File: src/rtl/cpu.sv
// cpu: 5-stage in-order MIPS-subset pipeline (IF/ID/EX/MEM/WB) with no hazard handling.
// Optional macro REGFILE_BYPASS_EN: WB writes are visible to same-cycle ID reads (write-first).
module cpu #(
    parameter int IMEM_DEPTH = 32,
    parameter int DMEM_DEPTH = 32,
    parameter int WIDTH      = 32
) (
    input  logic             clk,
    input  logic             Reset,
    input  logic             LoadInstructions,
    input  logic [31:0]      Instruction,
    output logic [WIDTH-1:0] out
);

    localparam int IA = $clog2(IMEM_DEPTH);
    localparam int DA = $clog2(DMEM_DEPTH);

    typedef enum logic [2:0] {
        ALU_ZERO, ALU_ADD, ALU_SUB, ALU_AND, ALU_OR, ALU_SLT
    } alu_op_t;

    typedef struct packed {
        alu_op_t          alu;
        logic             use_imm;
        logic             mem_read;
        logic             mem_write;
        logic             reg_write;
        logic [4:0]       dest;
        logic [WIDTH-1:0] a;
        logic [WIDTH-1:0] b;
        logic [WIDTH-1:0] imm;
    } id_ex_t;

    typedef struct packed {
        logic             mem_read;
        logic             mem_write;
        logic             reg_write;
        logic [4:0]       dest;
        logic [WIDTH-1:0] result;
        logic [WIDTH-1:0] store;
    } ex_mem_t;

    typedef struct packed {
        logic             reg_write;
        logic [4:0]       dest;
        logic [WIDTH-1:0] result;
    } mem_wb_t;

    logic [31:0]      imem [IMEM_DEPTH];
    logic [WIDTH-1:0] dmem_enc [DMEM_DEPTH];
    logic [WIDTH-1:0] regs [32];

    logic [IA-1:0] pc;
    logic [IA-1:0] load_cnt;
    logic [31:0]   if_id_instr;
    id_ex_t        id_ex;
    id_ex_t        id_next;
    ex_mem_t       ex_mem;
    ex_mem_t       ex_mem_next;
    mem_wb_t       mem_wb;

    logic [5:0]       opcode;
    logic [5:0]       funct;
    logic [4:0]       rs;
    logic [4:0]       rt;
    logic [4:0]       rd;
    logic [WIDTH-1:0] imm_ext;
    logic [WIDTH-1:0] rs_val;
    logic [WIDTH-1:0] rt_val;
    logic [WIDTH-1:0] op_b;
    logic [WIDTH-1:0] ex_result;
    logic [DA-1:0]    mem_addr;
    logic             wb_we;
    logic [4:0]       unused_shamt;

    assign opcode       = if_id_instr[31:26];
    assign rs           = if_id_instr[25:21];
    assign rt           = if_id_instr[20:16];
    assign rd           = if_id_instr[15:11];
    assign unused_shamt = if_id_instr[10:6];
    assign funct        = if_id_instr[5:0];
    assign imm_ext      = {{(WIDTH-16){if_id_instr[15]}}, if_id_instr[15:0]};

    assign wb_we    = mem_wb.reg_write && (mem_wb.dest != 5'd0) && !LoadInstructions;
    assign mem_addr = ex_mem.result[DA-1:0];
    assign out      = mem_wb.result;

    // Instruction memory: serial load port, never touched by reset.
    always_ff @(posedge clk) begin
        if (Reset && LoadInstructions)
            imem[load_cnt] <= Instruction;
    end

    // Data memory holds data XOR address, so all-zero power-up content reads back as mem[i] = i.
    always_ff @(posedge clk) begin
        if (Reset && !LoadInstructions && ex_mem.mem_write)
            dmem_enc[mem_addr] <= ex_mem.store ^ WIDTH'(mem_addr);
    end

    always_ff @(posedge clk or negedge Reset) begin
        if (!Reset) begin
            for (int i = 0; i < 32; i++)
                regs[i] <= '0;
        end else if (wb_we) begin
            regs[mem_wb.dest] <= mem_wb.result;
        end
    end

    always_comb begin
        rs_val = regs[rs];
        rt_val = regs[rt];
`ifdef REGFILE_BYPASS_EN
        if (wb_we && mem_wb.dest == rs)
            rs_val = mem_wb.result;
        if (wb_we && mem_wb.dest == rt)
            rt_val = mem_wb.result;
`endif
    end

    // Decode: unrecognised opcodes and functs fall through as bubbles.
    always_comb begin
        id_next     = '0;
        id_next.a   = rs_val;
        id_next.b   = rt_val;
        id_next.imm = imm_ext;
        id_next.dest = rd;
        case (opcode)
            6'h00: begin
                id_next.reg_write = 1'b1;
                case (funct)
                    6'h20:   id_next.alu = ALU_ADD;
                    6'h22:   id_next.alu = ALU_SUB;
                    6'h24:   id_next.alu = ALU_AND;
                    6'h25:   id_next.alu = ALU_OR;
                    6'h2A:   id_next.alu = ALU_SLT;
                    default: id_next.reg_write = 1'b0;
                endcase
            end
            6'h08: begin
                id_next.alu       = ALU_ADD;
                id_next.use_imm   = 1'b1;
                id_next.reg_write = 1'b1;
                id_next.dest      = rt;
            end
            6'h23: begin
                id_next.alu       = ALU_ADD;
                id_next.use_imm   = 1'b1;
                id_next.mem_read  = 1'b1;
                id_next.reg_write = 1'b1;
                id_next.dest      = rt;
            end
            6'h2B: begin
                id_next.alu       = ALU_ADD;
                id_next.use_imm   = 1'b1;
                id_next.mem_write = 1'b1;
            end
            default: ;
        endcase
    end

    always_comb begin
        op_b      = id_ex.use_imm ? id_ex.imm : id_ex.b;
        ex_result = '0;
        case (id_ex.alu)
            ALU_ADD: ex_result = id_ex.a + op_b;
            ALU_SUB: ex_result = id_ex.a - op_b;
            ALU_AND: ex_result = id_ex.a & op_b;
            ALU_OR:  ex_result = id_ex.a | op_b;
            ALU_SLT: ex_result = {{(WIDTH-1){1'b0}}, ($signed(id_ex.a) < $signed(op_b))};
            default: ex_result = '0;
        endcase
    end

    always_comb begin
        ex_mem_next           = '0;
        ex_mem_next.mem_read  = id_ex.mem_read;
        ex_mem_next.mem_write = id_ex.mem_write;
        ex_mem_next.reg_write = id_ex.reg_write;
        ex_mem_next.dest      = id_ex.dest;
        ex_mem_next.result    = ex_result;
        ex_mem_next.store     = id_ex.b;
    end

    always_ff @(posedge clk or negedge Reset) begin
        if (!Reset) begin
            pc          <= '0;
            load_cnt    <= '0;
            if_id_instr <= '0;
            id_ex       <= '0;
            ex_mem      <= '0;
            mem_wb      <= '0;
        end else if (LoadInstructions) begin
            pc          <= '0;
            load_cnt    <= (load_cnt == IA'(IMEM_DEPTH - 1)) ? '0 : load_cnt + IA'(1);
            if_id_instr <= '0;
            id_ex       <= '0;
            ex_mem      <= '0;
            mem_wb      <= '0;
        end else begin
            pc               <= (pc == IA'(IMEM_DEPTH - 1)) ? '0 : pc + IA'(1);
            if_id_instr      <= imem[pc];
            id_ex            <= id_next;
            ex_mem           <= ex_mem_next;
            mem_wb.reg_write <= ex_mem.reg_write;
            mem_wb.dest      <= ex_mem.dest;
            mem_wb.result    <= ex_mem.mem_read ? (dmem_enc[mem_addr] ^ WIDTH'(mem_addr))
                                                : ex_mem.result;
        end
    end

endmodule

File: config.mk
export PLATFORM = sky130hd
export DESIGN_NAME = cpu
export DESIGN_NICKNAME = d
export VERILOG_FILES = /design/src/rtl/cpu.sv
export SDC_FILE = /design/constraint.sdc
export NUM_CORES = 2
export LEC_CHECK = 0
export ABC_CLOCK_PERIOD_IN_PS = 11100
export CAP_MARGIN = 25
export CORE_ASPECT_RATIO = 1.75
export CORE_UTILIZATION = 61
export DETAILED_ROUTE_END_ITERATION = 16
export HOLD_SLACK_MARGIN = 0.03
export PLACE_DENSITY = 0.77
export SETUP_SLACK_MARGIN = 0.3
export SYNTH_ARGS = -nofsm -noshare
export SYNTH_HDL_FRONTEND = slang
export SYNTH_SLANG_ARGS = --single-unit
File: constraint.sdc
create_clock -name clk -period 11.1 [get_ports clk]
set_clock_uncertainty 0.1 [all_clocks]
set_input_delay 2.22 -clock clk [delete_from_list [all_inputs] [get_ports clk]]
set_output_delay 2.22 -clock clk [all_outputs]
set_load 0.03 [all_outputs]
; ---- After elaboration in Yosys (flattened, before gate mapping)
; Memory sizes are Yosys's and may differ from the RTL's.
; Cells that the tools add are included.
[op_classes]
n_addsub = 4
n_lt_le_gt_ge = 5
eq_ne = 15
muxes = 31
bitwise_logic = 7
n_reduce_logical = 12
[op_table]
columns = op, count
row1 = $bwmux 1024, 1
row2 = $bmux 32 s5, 2
row3 = $mux 32, 8
row4 = $demux 32 s5, 1
row5 = $pmux 32 s5, 1
row6 = $mux 108, 1
row7 = $mux 72, 1
row8 = $xor 32x5->32, 2
row9 = $eq 6x6->1 const B, 7
row10 = $mux 38, 1
row11 = $add 32x32->32, 1
row12 = $and 32x32->32, 1
row13 = $lt 32x32->1, 1
row14 = $or 32x32->32, 1
row15 = $sub 32x32->32, 1
row16 = $mux 5, 4
row17 = $ge 6x6->1 const B, 3
row18 = $not 5->6, 3
row19 = $pmux 3 s5, 1
row20 = $add 5x1->5 const B, 2
row21 = $eq 5x5->1 const B, 2
row22 = $mux 1, 8
row23 = $eq 3x2->1 const B, 2
row24 = $eq 3x3->1 const B, 2
row25 = 12 further kinds, 17
[totals]
ff_bits = 1284
ram_bits = 2048
input_bits = 35
out_inout_bits = 32
word_cells = 129
n_memories = 2
[mem_list]
columns = name, depth, width, read_ports, rd_clocked_by_memory_dff, write_ports, line_no
row1 = dmem_enc, 32, 32, 1, 0, 1, 50  ; logic [WIDTH-1:0] dmem_enc [DMEM_DEPTH];
row2 = imem, 32, 32, 1, 0, 1, 49  ; logic [31:0] imem [IMEM_DEPTH];

; ---- Longest topological paths before layout
[logic_depth]
depth_word = 6
mapped_depth = 17
mapped_depth_nobuf = 15

; ---- Worst setup path after synthesis
; OpenSTA, ideal clock, no wires.
[synth_path]
path_type = input port to flip-flop
start = in LoadInstructions
end = mem imem[12][0] (enable)
setup_ns = 0.421
t_arrival_ns = 4.645
required_time_ns = 10.579
path_slack_ns = 5.933
path_stages = 5
path_cell_list = clkbuf_1 -> clkbuf_1 -> clkbuf_1 -> nand3_1 -> nor2_1
[synth_between]
elab_chain_cells = 3
[synth_rtl]
columns = item, line_no
row1 = "start, declared", 10  ; input logic LoadInstructions,
row2 = $logic_and 1x1->1, 90  ; if (Reset && LoadInstructions)
row3 = $mux 1, 90
row4 = $mux 1 (implied by the code), 91  ; imem[load_cnt] <= Instruction;
row5 = "end, declared", 49
; Every way passes these cells.

; ---- Worst setup path in the final report
[layout_path]
start = reg mem_wb, in the netlist out[6]
end = out out[6]
[layout_rtl]
columns = item, line_no
row1 = "start, declared", 60  ; mem_wb_t mem_wb;
row2 = "end, declared", 12  ; output logic [WIDTH-1:0] out
; No word-level cell between the ends.

==> results summary <==
The flow ran to the end, but the final reports show violations. The final reports fail on DRC. The worst pin sits at a relative slew slack of 21.4%. The power per cell area came out at 157 mW/mm^2.

The final wirelength is 410 mm. The worst-case setup slack after placement came out at 5.22 ns. After technology mapping, the gate count stands at 7678.

Cells fill 68.3% of the core in the end. The final total negative setup slack is 0 ns. The library cell used most frequently in the layout, excluding fill and tap cells, is sky130_fd_sc_hd__edfxtp_1. The number of buffers created by CTS came out at 297. The critical path goes through clkdlybuf4s50_1. For this run, the total global-route usage over all layers was measured as 34.3%. Once placement completed, the tool counted placed cells totaling 10418. The library cells used most frequently in the layout, excluding fill and tap cells, are 2048 x sky130_fd_sc_hd__edfxtp_1, 1245 x sky130_fd_sc_hd__dfrtp_1, 1228 x sky130_fd_sc_hd__mux4_2, 1003 x sky130_fd_sc_hd__mux2_2, 308 x sky130_fd_sc_hd__clkbuf_16. The synthesized netlist occupies a cell area of 0.144 mm^2. The first global-routing pass estimated 582 mm of wire. The number of synthesized flops with an enable pin is 2048. The number of different library cells used by synthesis comes to 86. On the final layout, the worst hold slack is 0.299 ns. Across the VDD grid, the largest voltage drop is 0.000233 V. The clock slew seen by the registers of the worst setup and hold paths is 0.06 ns. The synthesis warning total came out at 0. The clock tree from TritonCTS is built. The overall via count from detail_route came out at 78080. The remaining global-route overflow is 0. The clock tree synthesis step divided the H-tree into 5 levels. The post-route minimum period is 5.38 ns. Entering global routing, the biggest net connects 199 pins. The combinational cell fraction of total power is 5.6%. The number of top-level pins came out at 67. The data required time at the worst endpoint came out at 8.78 ns. The net count of the mapped netlist came out at 7818. The vertical die dimension came out at 645 um. Derived from the worst setup path, the maximum achievable clock frequency is 0.186 GHz. The worst setup slack after layout is 5.72 ns.

In the routed design, unresolved DRC markers number 6. The count of routing violations after the opening detailed-route iteration is 8606. The layout has 14443 filler cells.

The area of placed instances came out at 0.150 mm^2. No sink is reached through more buffers than the 4 on the longest clock path. The net switching share of the total power is 22.6%.

The count of buffers added on input and output ports is 66. The share of total power dissipated in sequential elements is 52.8%. STA classifies the critical path endpoint as a primary output. Counting both buffers and inverters, the worst setup path holds a total of 1.

The clock network is responsible for 41.6% of the overall power. The post-CTS setup repair buffer count came out at 0. Routability-driven placement finished with a final weighted congestion of 0.944.

The standard-cell row count came out at 235. Max-cap violations in this run came to 0. The total leakage power came out at 59.1 nW.

Grouping stages by cell kind, the critical path spends the most delay in buffers and inverters. The post-cts repair resize count is 0. The slew at the pin closest to its max-slew limit came out at 1.18 ns.

The data arrival time at the worst-slack endpoint came out at 3.06 ns. Summed over all nets, the half-perimeter wirelength after detailed placement is 242 mm. The number of detailed-routing iterations run before antenna repair is 14.

The sequential area share after synthesis came out at 64.6%. The area of the core came out at 0.235 mm^2. Clock tree synthesis selected as its root buffer the cell sky130_fd_sc_hd__clkbuf_16. The mean cell area of the mapped netlist is 18.8 um^2. The most frequently used flop master after synthesis is sky130_fd_sc_hd__edfxtp_1. The total power after layout came out at 25.2 mW. The slowest stage of the critical path is the sky130_fd_sc_hd__clkdlybuf4s50_1 cell.

After routing the design area is 0.160 mm^2. The clock drives 3316 sinks. The post-synthesis register bit count is 3316.

The number of hold buffers added after CTS was 0. The chip width came out at 370 um. The startpoint type of the worst setup path is a flop. The clock insertion delay at the later pin of the skew report is 0.90 ns. The biggest cell delay along the critical path came out at 1.16 ns. The remaining antenna violation count is 0. For this configuration, the core starts out at a cell density of 61.5%. The number of global-route vias before repair came out at 81487. The ratio of cells with drive above 1 in the final layout came out at 39.3%.

The synthesis-to-finish area growth is 11.0%. After layout, the worst path uses 48.5% of the clock period. The internal power consumption came out at 19.5 mW. The final layout contains 7802 nets. The critical path is of the flop to primary output type.

The largest fanout on the critical path came out at 32. The total net switching power is 5.70 mW. The number of endpoints with negative hold slack in the final report is 0. The number of standard cells in the layout, taps in and fillers out is 10972. The final number of max-transition violations came out at 0. The per-cell routed wire length came out at 37.4 um. The via-per-instance ratio is 7.12. The number of antenna violations at the first check in global routing is 12. The min-delay analysis places its worst path in the category flop to flop. The die covers 0.239 mm^2. The count of final setup violators came out at 0.

After synthesis, the share of flip-flops with an asynchronous set or reset is 38.2%. Setup repair after global routing left no endpoint under its margin.
==> synth_stat cells (all sizes together) (13+ instances only) <==
master	n	area, um^2
mux2	1005	11300
nand2b	13	81.3
o21bai	18	139
mux2i	132	1320
o21ai	58	294
a221oi	29	260
nand3	29	150
ha	103	1290
buf	216	1070
clkbuf	441	1660
nor3	37	185
a221o	18	181
edfxtp	2048	61500
a21oi	124	621
a22oi	54	405
a22o	13	114
inv	116	435
nor2	344	1290
nand4	13	81.3
o22ai	20	125
xnor2	19	166
dfrtp	1268	31700
o221ai	13	126
mux4	1228	27700
nand2	82	310
nor2b	64	400
==> registers in the layout (all words and copies together), names as in the netlist, 32 cells and up <==
name         cells
regs          1024
ex_mem          72
imem          1024
id_ex           52
ex_mem_next     40
dmem_enc      1024
out             32
if_id_instr     32
==> layer usage <==
metal  vias to the layer above  GRT usage (%)  wire length [um]
li1                      30585              -                 -
met2                      4636           58.2            213000
met4                         4           22.2             32100
met1                     41566           40.7            133000
met5                         -              0                31
met3                      1289           5.43             31400
==> final timing paths <==
| check | start | endpoint | slack (ns) | cells after the start |
|---|---|---|---|---|
| worst max-delay path | out[6]$_DFF_PN0_ | out[6] | 5.72 | 1 |
| worst min-delay path | regs[1013]$_DFFE_PN0P_ | regs[1013]$_DFFE_PN0P_ | 0.30 | 0 |
| worst max register to register | id_ex[104]$_DFF_PN0_ | ex_mem[63]$_DFF_PN0_ | 5.79 | 13 |
| worst min register to register | regs[1013]$_DFFE_PN0P_ | regs[1013]$_DFFE_PN0P_ | 0.30 | 0 |
| max in group asynchronous | Reset | regs[272]$_DFFE_PN0P_ | 6.73 | 6 |
| min in group asynchronous | Reset | pc[3]$_DFF_PN0_ | 1.18 | 1 |
==> cells by family after synthesis <==
family	Yosys count	synth area share (%)
xor+xnor	31	0.188
flops	3316	64.6
buf+inv	777	2.20
compound gates	439	2.11
simple gates	645	2.05
mux	2365	27.9
fa+ha+maj	105	0.921
==> final cells by class <==
class	instances	area [um^2]	area share, %
sequential	3316	93300	58.3
antenna	3	7.51	0.00469
inverter	120	450	0.281
clock inverter	127	1320	0.825
clock buffer	398	8300	5.18
tap	3081	3850	2.41
timing repair buffer	342	4220	2.63
multi-input combinational	3585	48700	30.4
==> power by group through the flow <==
stage	clock network, mW	registers, mW	logic [mW]
final	10.5	13.3	1.41
after global routing	11.0	13.3	1.47
after CTS	10.5	13.3	1.39
after detailed placement	0	13.6	1.37
after global placement	0	13.6	1.34
after floorplan	0	13.5	0.846
No activity file was read; power rests on OpenSTA's default activity.
==> RTL edit (same flow settings) <==
Build with the macro `REGFILE_BYPASS_EN` defined.
--- a/src/rtl/cpu.sv
+++ b/src/rtl/cpu.sv
@@ -1,5 +1,7 @@
 // cpu: 5-stage in-order MIPS-subset pipeline (IF/ID/EX/MEM/WB) with no hazard handling.
 // Optional macro REGFILE_BYPASS_EN: WB writes are visible to same-cycle ID reads (write-first).
+`define REGFILE_BYPASS_EN
+
 module cpu #(
     parameter int IMEM_DEPTH = 32,
     parameter int DMEM_DEPTH = 32,
Function: not settled (the Yosys comparison gave no result); the edit may change what the design does.
==> RTL edit against the unedited design <==
Worst setup slack better by 120 ps; total power is 0.37% lower; sequential cell count stayed put; synthesized area is 0.75% higher; largest power group unchanged; count of clock-buffer cells in the layout is 7 lower; routed wire length is 0.54% lower; design area is 0.37% higher.
==> RTL edit: results <==
{
  "grt_pass1_vias": 82110,
  "syn_nets": 7971,
  "gp_congestion": 0.921,
  "dp.cells": 10523,
  "ys_top_cells_by_area": "edfxtp_1, dfrtp_1, mux4_2",
  "syn_inst": 7831,
  "met3_usage_pct": 4.72,
  "dpl_cell_area_um2": 150000,
  "hold_path_startpoint": "regs[1002]",
  "nonClkBufAreaFrac_pct": 2.54,
  "synth_common_cells": "edfxtp_1, dfrtp_1, mux4_2",
  "fillCellCount": 14524,
  "cp_top_family": "compound AO/OA/AOI/OAI gates",
  "yosys.area_share.xor_xnor_pct": 0.211,
  "status": "finished, final reports clean",
  "num_antenna_cells": 9,
  "worstReg2RegEnd": "ex_mem[61]",
  "slew_headroom_pct": 6.48,
  "first_pass_iters": 5,
  "post_drt_via_cell_ratio": 7.15,
  "tapCellCount": 3094,
  "intPower_mw": 19.4,
  "wl_met1_um": 136000,
  "ir_drop_mv": 0.201,
  "ys_seq_area_share_pct": 64.1,
  "grt_util_met1_pct": 41.6,
  "period_minus_slack_ps": 5260,
  "antenna_found_initial": 17,
  "dr_wl_met3_um": 32600,
  "cts_buffers": 300,
  "drt_iter0_drc": 9818
}
[RTL edit: cell count changes after synthesis, moves of 12 or more]
| cell | change |
|---|---|
| a211oi_1 | +83 |
| a22oi_1 | -29 |
| buf_2 | +42 |
| clkbuf_1 | -32 |
| mux2i_1 | +19 |
| nand2_1 | +31 |
| nor2_1 | -18 |
| o211ai_1 | +12 |
| o21ai_0 | +29 |
[RTL edit: worst max-delay path by stage]
stage | startpoint | end
after floorplan | LoadInstructions | imem[12][0]
after global placement | LoadInstructions | imem[1][23]
after detailed placement | LoadInstructions | imem[12][18]
after CTS | out[30] | out[30]
after global routing | id_ex[104] | ex_mem[61]
final | id_ex[104] | ex_mem[61]
[RTL edit: power groups by stage]
stage | sequential [mW] | clock (mW) | combinational, mW
after global placement | 13.6 | 0 | 1.31
after CTS | 13.3 | 10.4 | 1.36
after floorplan | 13.5 | 0 | 0.853
after detailed placement | 13.6 | 0 | 1.34
final | 13.3 | 10.4 | 1.39
after global routing | 13.3 | 10.9 | 1.45
